File: src/rtl/inst_mem_loader.sv
// inst_mem_loader: writes a program image, received as a little-endian byte stream,
// into the instruction RAM and holds the core in reset until the image is complete.
//
// Image format: a 32-bit word count N (4 bytes, LSB first), then N words (4 bytes each,
// LSB first). Word i is written to BASE_ADDR + 4*i.
//
// Ports:
//   clk           system clock
//   rst           asynchronous reset, active-high
//   byte_valid_i  byte_i holds a valid byte
//   byte_i        stream byte
//   byte_ready_o  loader accepts a byte this cycle (registered)
//   reload_i      restart a load; honoured only once loading has finished or failed
//   mem_we_o      instruction RAM write strobe, one cycle per word
//   mem_addr_o    byte address of the word being written
//   mem_data_o    word being written
//   cpu_rst_o     active-high reset to the core; low only after a complete image
//   done_o        image loaded, core released
//   err_o         header word count exceeded MAX_WORDS
module inst_mem_loader #(
    parameter logic [31:0] BASE_ADDR = 32'h0000_0000,
    parameter int unsigned MAX_WORDS = 1024,
    parameter int unsigned CNT_W     = 11
) (
    input  logic        clk,
    input  logic        rst,
    input  logic        byte_valid_i,
    input  logic [7:0]  byte_i,
    output logic        byte_ready_o,
    input  logic        reload_i,
    output logic        mem_we_o,
    output logic [31:0] mem_addr_o,
    output logic [31:0] mem_data_o,
    output logic        cpu_rst_o,
    output logic        done_o,
    output logic        err_o
);

    typedef enum logic [2:0] {
        StHdr,
        StCheck,
        StData,
        StWrite,
        StDone,
        StErr
    } state_t;

    state_t           state;
    logic [1:0]       byte_idx;
    logic [CNT_W-1:0] word_cnt;
    logic [23:0]      asm_word;   // low three bytes; the fourth comes straight from byte_i
    logic [31:0]      hdr_n;

    logic        take;
    logic        last_byte;
    logic [31:0] word_full;
    logic [31:0] word_offset;
    logic        last_word;

    always_comb begin
        take        = byte_valid_i & byte_ready_o;
        last_byte   = (byte_idx == 2'd3);
        word_full   = {byte_i, asm_word};
        word_offset = 32'({word_cnt, 2'b00});
        last_word   = ((32'(word_cnt) + 32'd1) == hdr_n);
    end

    always_ff @(posedge clk or posedge rst) begin
        if (rst) begin
            state        <= StHdr;
            byte_idx     <= 2'd0;
            word_cnt     <= '0;
            asm_word     <= '0;
            hdr_n        <= '0;
            byte_ready_o <= 1'b0;
            mem_we_o     <= 1'b0;
            mem_addr_o   <= BASE_ADDR;
            mem_data_o   <= '0;
            cpu_rst_o    <= 1'b1;
            done_o       <= 1'b0;
            err_o        <= 1'b0;
        end else begin
            mem_we_o <= 1'b0;
            unique case (state)
                StHdr, StData: begin
                    byte_ready_o <= 1'b1;
                    if (take) begin
                        byte_idx <= byte_idx + 2'd1;
                        case (byte_idx)
                            2'd0:    asm_word[7:0]   <= byte_i;
                            2'd1:    asm_word[15:8]  <= byte_i;
                            2'd2:    asm_word[23:16] <= byte_i;
                            default: ;
                        endcase
                        if (last_byte) begin
                            // Drop ready now so the bubble cycle never sees a handshake.
                            byte_ready_o <= 1'b0;
                            if (state == StHdr) begin
                                hdr_n <= word_full;
                                state <= StCheck;
                            end else begin
                                mem_we_o   <= 1'b1;
                                mem_data_o <= word_full;
                                mem_addr_o <= BASE_ADDR + word_offset;
                                state      <= StWrite;
                            end
                        end
                    end
                end
                StCheck: begin
                    byte_ready_o <= 1'b0;
                    if (hdr_n == 32'd0) begin
                        state     <= StDone;
                        cpu_rst_o <= 1'b0;
                        done_o    <= 1'b1;
                    end else if (hdr_n > 32'(MAX_WORDS)) begin
                        state <= StErr;
                        err_o <= 1'b1;
                    end else begin
                        state        <= StData;
                        word_cnt     <= '0;
                        byte_ready_o <= 1'b1;
                    end
                end
                StWrite: begin
                    word_cnt <= word_cnt + {{(CNT_W-1){1'b0}}, 1'b1};
                    if (last_word) begin
                        state        <= StDone;
                        byte_ready_o <= 1'b0;
                        cpu_rst_o    <= 1'b0;
                        done_o       <= 1'b1;
                    end else begin
                        state        <= StData;
                        byte_ready_o <= 1'b1;
                    end
                end
                StDone, StErr: begin
                    byte_ready_o <= 1'b0;
                    if (reload_i) begin
                        state        <= StHdr;
                        byte_ready_o <= 1'b1;
                        cpu_rst_o    <= 1'b1;
                        done_o       <= 1'b0;
                        err_o        <= 1'b0;
                        word_cnt     <= '0;
                        byte_idx     <= 2'd0;
                    end
                end
                default: begin
                    state        <= StHdr;
                    byte_ready_o <= 1'b0;
                end
            endcase
        end
    end

endmodule

File: config.mk
export PLATFORM = sky130hd
export DESIGN_NAME = inst_mem_loader
export DESIGN_NICKNAME = d
export VERILOG_FILES = /design/src/rtl/inst_mem_loader.sv
export SDC_FILE = /design/constraint.sdc
export NUM_CORES = 1
export LEC_CHECK = 0
export BUFFER_PORTS_ARGS = -buffer_cell sky130_fd_sc_hd__clkbuf_2
export CORE_MARGIN = 4
export CORE_UTILIZATION = 45
export CTS_BUF_LIST = sky130_fd_sc_hd__clkbuf_4 sky130_fd_sc_hd__clkbuf_8
export DETAILED_ROUTE_END_ITERATION = 8
export PLACE_DENSITY_LB_ADDON = 0.2
export SLEW_MARGIN = 10
export SYNTH_ARGS = -nofsm -noshare
export SYNTH_HDL_FRONTEND = slang
export SYNTH_SLANG_ARGS = --single-unit
File: constraint.sdc
create_clock -name clk -period 4.2 [get_ports clk]
set_input_delay 0.21 -clock clk [delete_from_list [all_inputs] [get_ports clk]]
set_output_delay 0.21 -clock clk [all_outputs]
set_load 0.02 [all_outputs]
# ---- Word-level counts from Yosys, hierarchy flattened
# Cells that the tools add are included.
dict set report totals {
  register_bits 120
  inputBits 12
  output_inout_bits 69
  word_cells 92
}
dict set report classes {
  n_addsub 3
  order_cmp 1
  n_eq_ne 17
  muxes 37
  n_bitwise 2
  n_reduce_logical 18
}
# operator n
set ops {}
lappend ops {{11-bit two-way mux} 3}
lappend ops {{11-bit one-hot mux with 3 select lines} 1}
lappend ops {{12-bit by 32-bit equality test with 1-bit output} 1}
lappend ops {{32-bit by 11-bit > comparator with 1-bit output (second input constant)} 1}
lappend ops {{32-bit logical NOT} 1}
lappend ops {{4-bit AND reduction} 5}
lappend ops {{1-bit two-way mux} 18}
lappend ops {{3-bit two-way mux} 6}
lappend ops {{2-bit != test (second input constant)} 8}
lappend ops {{3-bit AND reduction} 5}
lappend ops {{11-bit by 1-bit adder with 12-bit output (second input constant)} 1}
lappend ops {{3-bit one-hot mux with 4 select lines} 1}
lappend ops {{11-bit by 1-bit adder with 11-bit output (second input constant)} 1}
lappend ops {{3-bit by 2-bit equality test with 1-bit output (second input constant)} 2}
lappend ops {{3-bit equality test (second input constant)} 2}
lappend ops {{2-bit two-way mux} 3}
lappend ops {{1-bit one-hot mux with 3 select lines} 2}
lappend ops {{2-bit equality test (second input constant)} 2}
lappend ops {{1-bit one-hot mux with 4 select lines} 1}
lappend ops {{2-bit one-hot mux with 2 select lines} 1}
lappend ops {{2-bit nonzero test} 2}
lappend ops {{2-bit OR reduction} 2}
lappend ops {{3-bit by 1-bit equality test with 1-bit output (second input constant)} 1}
lappend ops {{3-bit logical NOT} 1}
lappend ops {{other kinds (7)} 7}

# ---- Logic depth before layout (Yosys ltp)
dict set report depth {
  word_depth 5
  ltp_mapped 8
  depth_no_buf 7
}

# ---- Least setup slack after synthesis
# Ideal clock, no wire load.
dict set report synth_timing {
  path_type {reg2reg}
  start {reg word_cnt[0]}
  end {reg cpu_rst_o}
  setup_ns 0.083
  arrival_ns 2.099
  t_required_ns 4.117
  setup_slack_ns 2.018
  path_stages_with_launch 9
  path_buffers 1
  period_less_slack_ns 2.182
  cell_sequence {dfrtp_1 ha_1 and3_1 buf_4 a31oi_1 nor4b_2 nand4_1 or3_4 a221o_1}
}
dict set report synth_via {
  elab_chain_len 4
}
# element line_no
set synth_lines {}
lappend synth_lines {{start, declared} 50} ;# logic [CNT_W-1:0] word_cnt;
lappend synth_lines {{start signal, assigned} 126} ;# word_cnt <= word_cnt + {{(CNT_W-1){1'b0}}, 1'b1};
lappend synth_lines {{11-bit by 1-bit adder with 12-bit output} 65} ;# last_word = ((32'(word_cnt) + 32'd1) == hdr_n);
lappend synth_lines {{12-bit by 32-bit equality test with 1-bit output} 65}
lappend synth_lines {{2-bit != test (no line)} n/a}
lappend synth_lines {{4-bit AND reduction (no line)} n/a}
lappend synth_lines {{end signal, assigned} 79} ;# cpu_rst_o <= 1'b1;
lappend synth_lines {{end signal, assigned} 114} ;# cpu_rst_o <= 1'b0;
lappend synth_lines {{end signal, assigned} 130} ;# cpu_rst_o <= 1'b0;
lappend synth_lines {{end, declared} 34} ;# output logic cpu_rst_o,
# Every way passes these cells.
# A chain may end at the register's enable or synchronous reset.

# ---- Final worst setup path
# Same ends and word-level chain as after synthesis.

==> impl_metrics.tcl <==
set metrics [dict create \
    outcome "finished, final reports clean" \
    h-tree-depth 4 \
    power_frac_comb_pct 23.7 \
    clk_pin_slew_ns 0.08 \
    syn2layout_area_growth_pct 14.5 \
    finish.instance_area_um2 6160 \
    post_cts_buffers 0 \
    worstPathMaxFanout 7 \
    rows 39 \
    p_int_mw 2.68 \
    finalSetupTns_ns 0 \
    grt_use_total_pct 17.7 \
    hold_viol 0 \
    initial_core_util_pct 46.6 \
    clockBufferDepth 2 \
    tightest_slew_ns 1.06 \
    place_worst_setup_slack_ns 1.40 \
    clk_latency_ns 0.43 \
    nNetsFinal 563 \
    firstDrtPassIters 4 \
    max_slew_margin_pct 29.5 \
    drtIter0Drc 149 \
    portBuffers 59 \
    synthFlopType "dfrtp_1" \
    worst_r2r_endpoint "cpu_rst_o" \
    ys_ff_latch 120 \
    end_kind "flip-flop" \
    place_congestion 0.821 \
    placed_cell_area_um2 5690 \
    seq_area_frac_synth_pct 55.8 \
    powerDensity_nw_per_um2 645 \
    seq_power_share_pct 46.8 \
    cp-start-kind "flip-flop" \
    drtAntennaViolNets 0 \
    ys_top_cells_by_area "dfrtp_1 55%, mux2_2 13%, nand2_1 8.2%" \
    hold_path_class "input pin to flip-flop" \
    antenna_found_initial 0 \
    synth_area_leader_cell "dfrtp_1" \
    cts_inserted_buffers 17 \
    grt_pass1_vias 3872 \
    async_reset_ff_share_pct 100 \
    cts_tree "done" \
    yosys_warnings 0 \
    power.share.clock_pct 29.5 \
    p_sw_share_pct 32.6 \
    drc 0 \
    setup_viol 0 \
    fin_ws_ns 1.66 \
    gr-total-overflow 0 \
    die_area_um2 13800 \
    drive_gt1_share_pct 30.6 \
    synth-edff-count 0 \
    synth_top_area_share_pct 55.3 \
    cap_violations 0 \
    diodes 0 \
    rrSetupSlack_ns 1.66 \
    pin_count 81 \
    die-height_um 117 \
    startpoint "word_cnt[0]" \
    cpMaxStageDelayCell "dfrtp_1" \
    die_w_um 117 \
    clock_sinks 120 \
    cp_slowest_stage_delay_ns 0.53 \
    crit_required_ns 4.57 \
    root_buffer "clkbuf_8" \
    post-route-period-util_pct 60.5 \
    ir_worst_vdd_mv 0.276 \
    dp_hpwl_um 7850 \
    synth_area_per_cell_um2 11.1 \
    syn_inst 486 \
    grt_max_degree 60 \
    routed_wl_um 11400 \
    switching_power_mw 1.29 \
    r2r_cells 7 \
    path_cells "ha_1 > and3_1 > a31oi_1 > nor4b_2 > nand4_1 > or3_4 > a221o_1" \
    rsz0062_at_grt "no" \
    synth_cell_type_count 50 \
    wl_per_cell_um 16.2 \
    fmax_mhz 393 \
    slew_viol_final 0 \
    rr_startpoint "word_cnt[0]" \
    cp_data_arrival_time_ns 2.91 \
    core-area_um2 11600 \
    cp-endpoint "cpu_rst_o" \
    power_leakage_nw 2.99 \
    clock_skew_ns 0.00826 \
    via_per_inst 5.21 \
    num_vias 3654 \
    grt_pass1_wl_um 19700 \
    crit_type "flip-flop to flip-flop" \
    syn-cell-area_um2 5380 \
    min_path_cells 3 \
    min_period_ns 2.54 \
]
-- Yosys cell counts (all sizes together) (3+ instances only) --
cell / count
ha: 5
nand3: 12
dfrtp: 119
inv: 12
nor2: 14
xnor2: 13
nand4: 4
xor2: 4
a21oi: 10
nor4: 9
mux2: 63
o21ai: 11
and3: 3
a31oi: 10
buf: 34
nand2: 117
nor3: 5
or3: 3
clkbuf: 10
o211ai: 3
-- logic make-up after synthesis --
group,synth area share (%)
AO/OA/AOI/OAI,5.18
XOR/XNOR,2.90
adder cells (fa/ha/maj),1.16
buffers and inverters,6.11
flip-flops,55.8
multiplexers,13.4
other,0.0697
AND/OR/NAND/NOR,15.4
-- metal layers --
metal	track usage, %	share of wire, %
met4	7.48	2.5
met5	0	0
met2	28.7	48
met3	4.91	4.5
met1	22.4	45
-- worst min-delay path by stage --
stage / from / end / slack (ns)
global route: byte_i[3] / mem_data_o[27] / 0.06
finish: byte_i[3] / mem_data_o[27] / 0.07
detailed placement: rst / mem_data_o[12] / 0.38
floorplan: reload_i / state[0] / 0.31
global placement: rst / asm_word[14] / 0.38
CTS: byte_i[3] / mem_data_o[27] / 0.05
-- sequential cells by signal (all words and copies together) (netlist names) --
| name | flops |
|---|---|
| byte_ready_o | 1 |
| mem_data_o | 32 |
| err_o | 1 |
| word_cnt | 11 |
| byte_idx | 2 |
| hdr_n | 32 |
| state | 3 |
| done_o | 1 |
| asm_word | 24 |
| mem_we_o | 1 |
| cpu_rst_o | 1 |
| mem_addr_o | 11 |
-- power by group through the flow --
stage | clock [mW] | sequential (mW) | combinational [mW]
2_1_floorplan | 0 | 1.82 | 0.752
3_3_place_gp | 0 | 1.86 | 0.924
3_5_place_dp | 0 | 1.88 | 0.949
4_1_cts | 1.20 | 1.86 | 0.957
5_1_grt | 1.26 | 1.92 | 1.06
6_report | 1.17 | 1.86 | 0.944
-- per-stage QoR --
step                util (%)  hold WS, ns  total power [mW]  instances
floorplan                  -        0.306              2.57        506
global placement        49.2        0.381              2.78        668
detailed placement      49.2        0.383              2.83        668
CTS                     53.3       0.0511              4.02        702
global route            53.3       0.0625              4.23        702
finish                  53.3       0.0745              3.98        702
-- worst max-delay path: cells and delay by family (launching register included) --
kind,cells,cell delay (ns)
AND/OR/NAND/NOR,4,1.15
flip-flops,1,0.53
AO/OA/AOI/OAI,2,0.43
adder cells (fa/ha/maj),1,0.36
-- placed cells by master (no fill, tap or decap), types with 3 or more instances in the layout --
cell type and instances:
clkbuf_8 19, nor4_1 5, o211ai_1 3, clkbuf_2 59, nor3_1 4, nand2_1 117
nor4_2 4, a31oi_1 10, conb_1 21, bufinv_16 4, nor2_1 14, a21oi_1 10
clkinvlp_4 5, o21ai_0 10, and3_1 3, ha_1 5, nand4_1 3, xnor2_1 12
nand3_1 12, xor2_1 4, dfrtp_1 119, mux2_2 63, buf_4 4, inv_1 11
-- final cells by class --
class | instances | area, um^2
Clock inverter | 13 | 193
Timing Repair Buffer | 65 | 345
Sequential cell | 120 | 3000
Multi-Input combinational cell | 330 | 2130
Tap cell | 143 | 179
Inverter | 12 | 47.5
Clock buffer | 19 | 262
Fill cell | 1049 | 5400
-- repair_timing --
action,4_1_cts,5_1_grt
gates resized for setup,0,0
hold buffers,2,0
endpoints found under the hold margin,58,0
No activity file was read; power rests on OpenSTA's default activity.
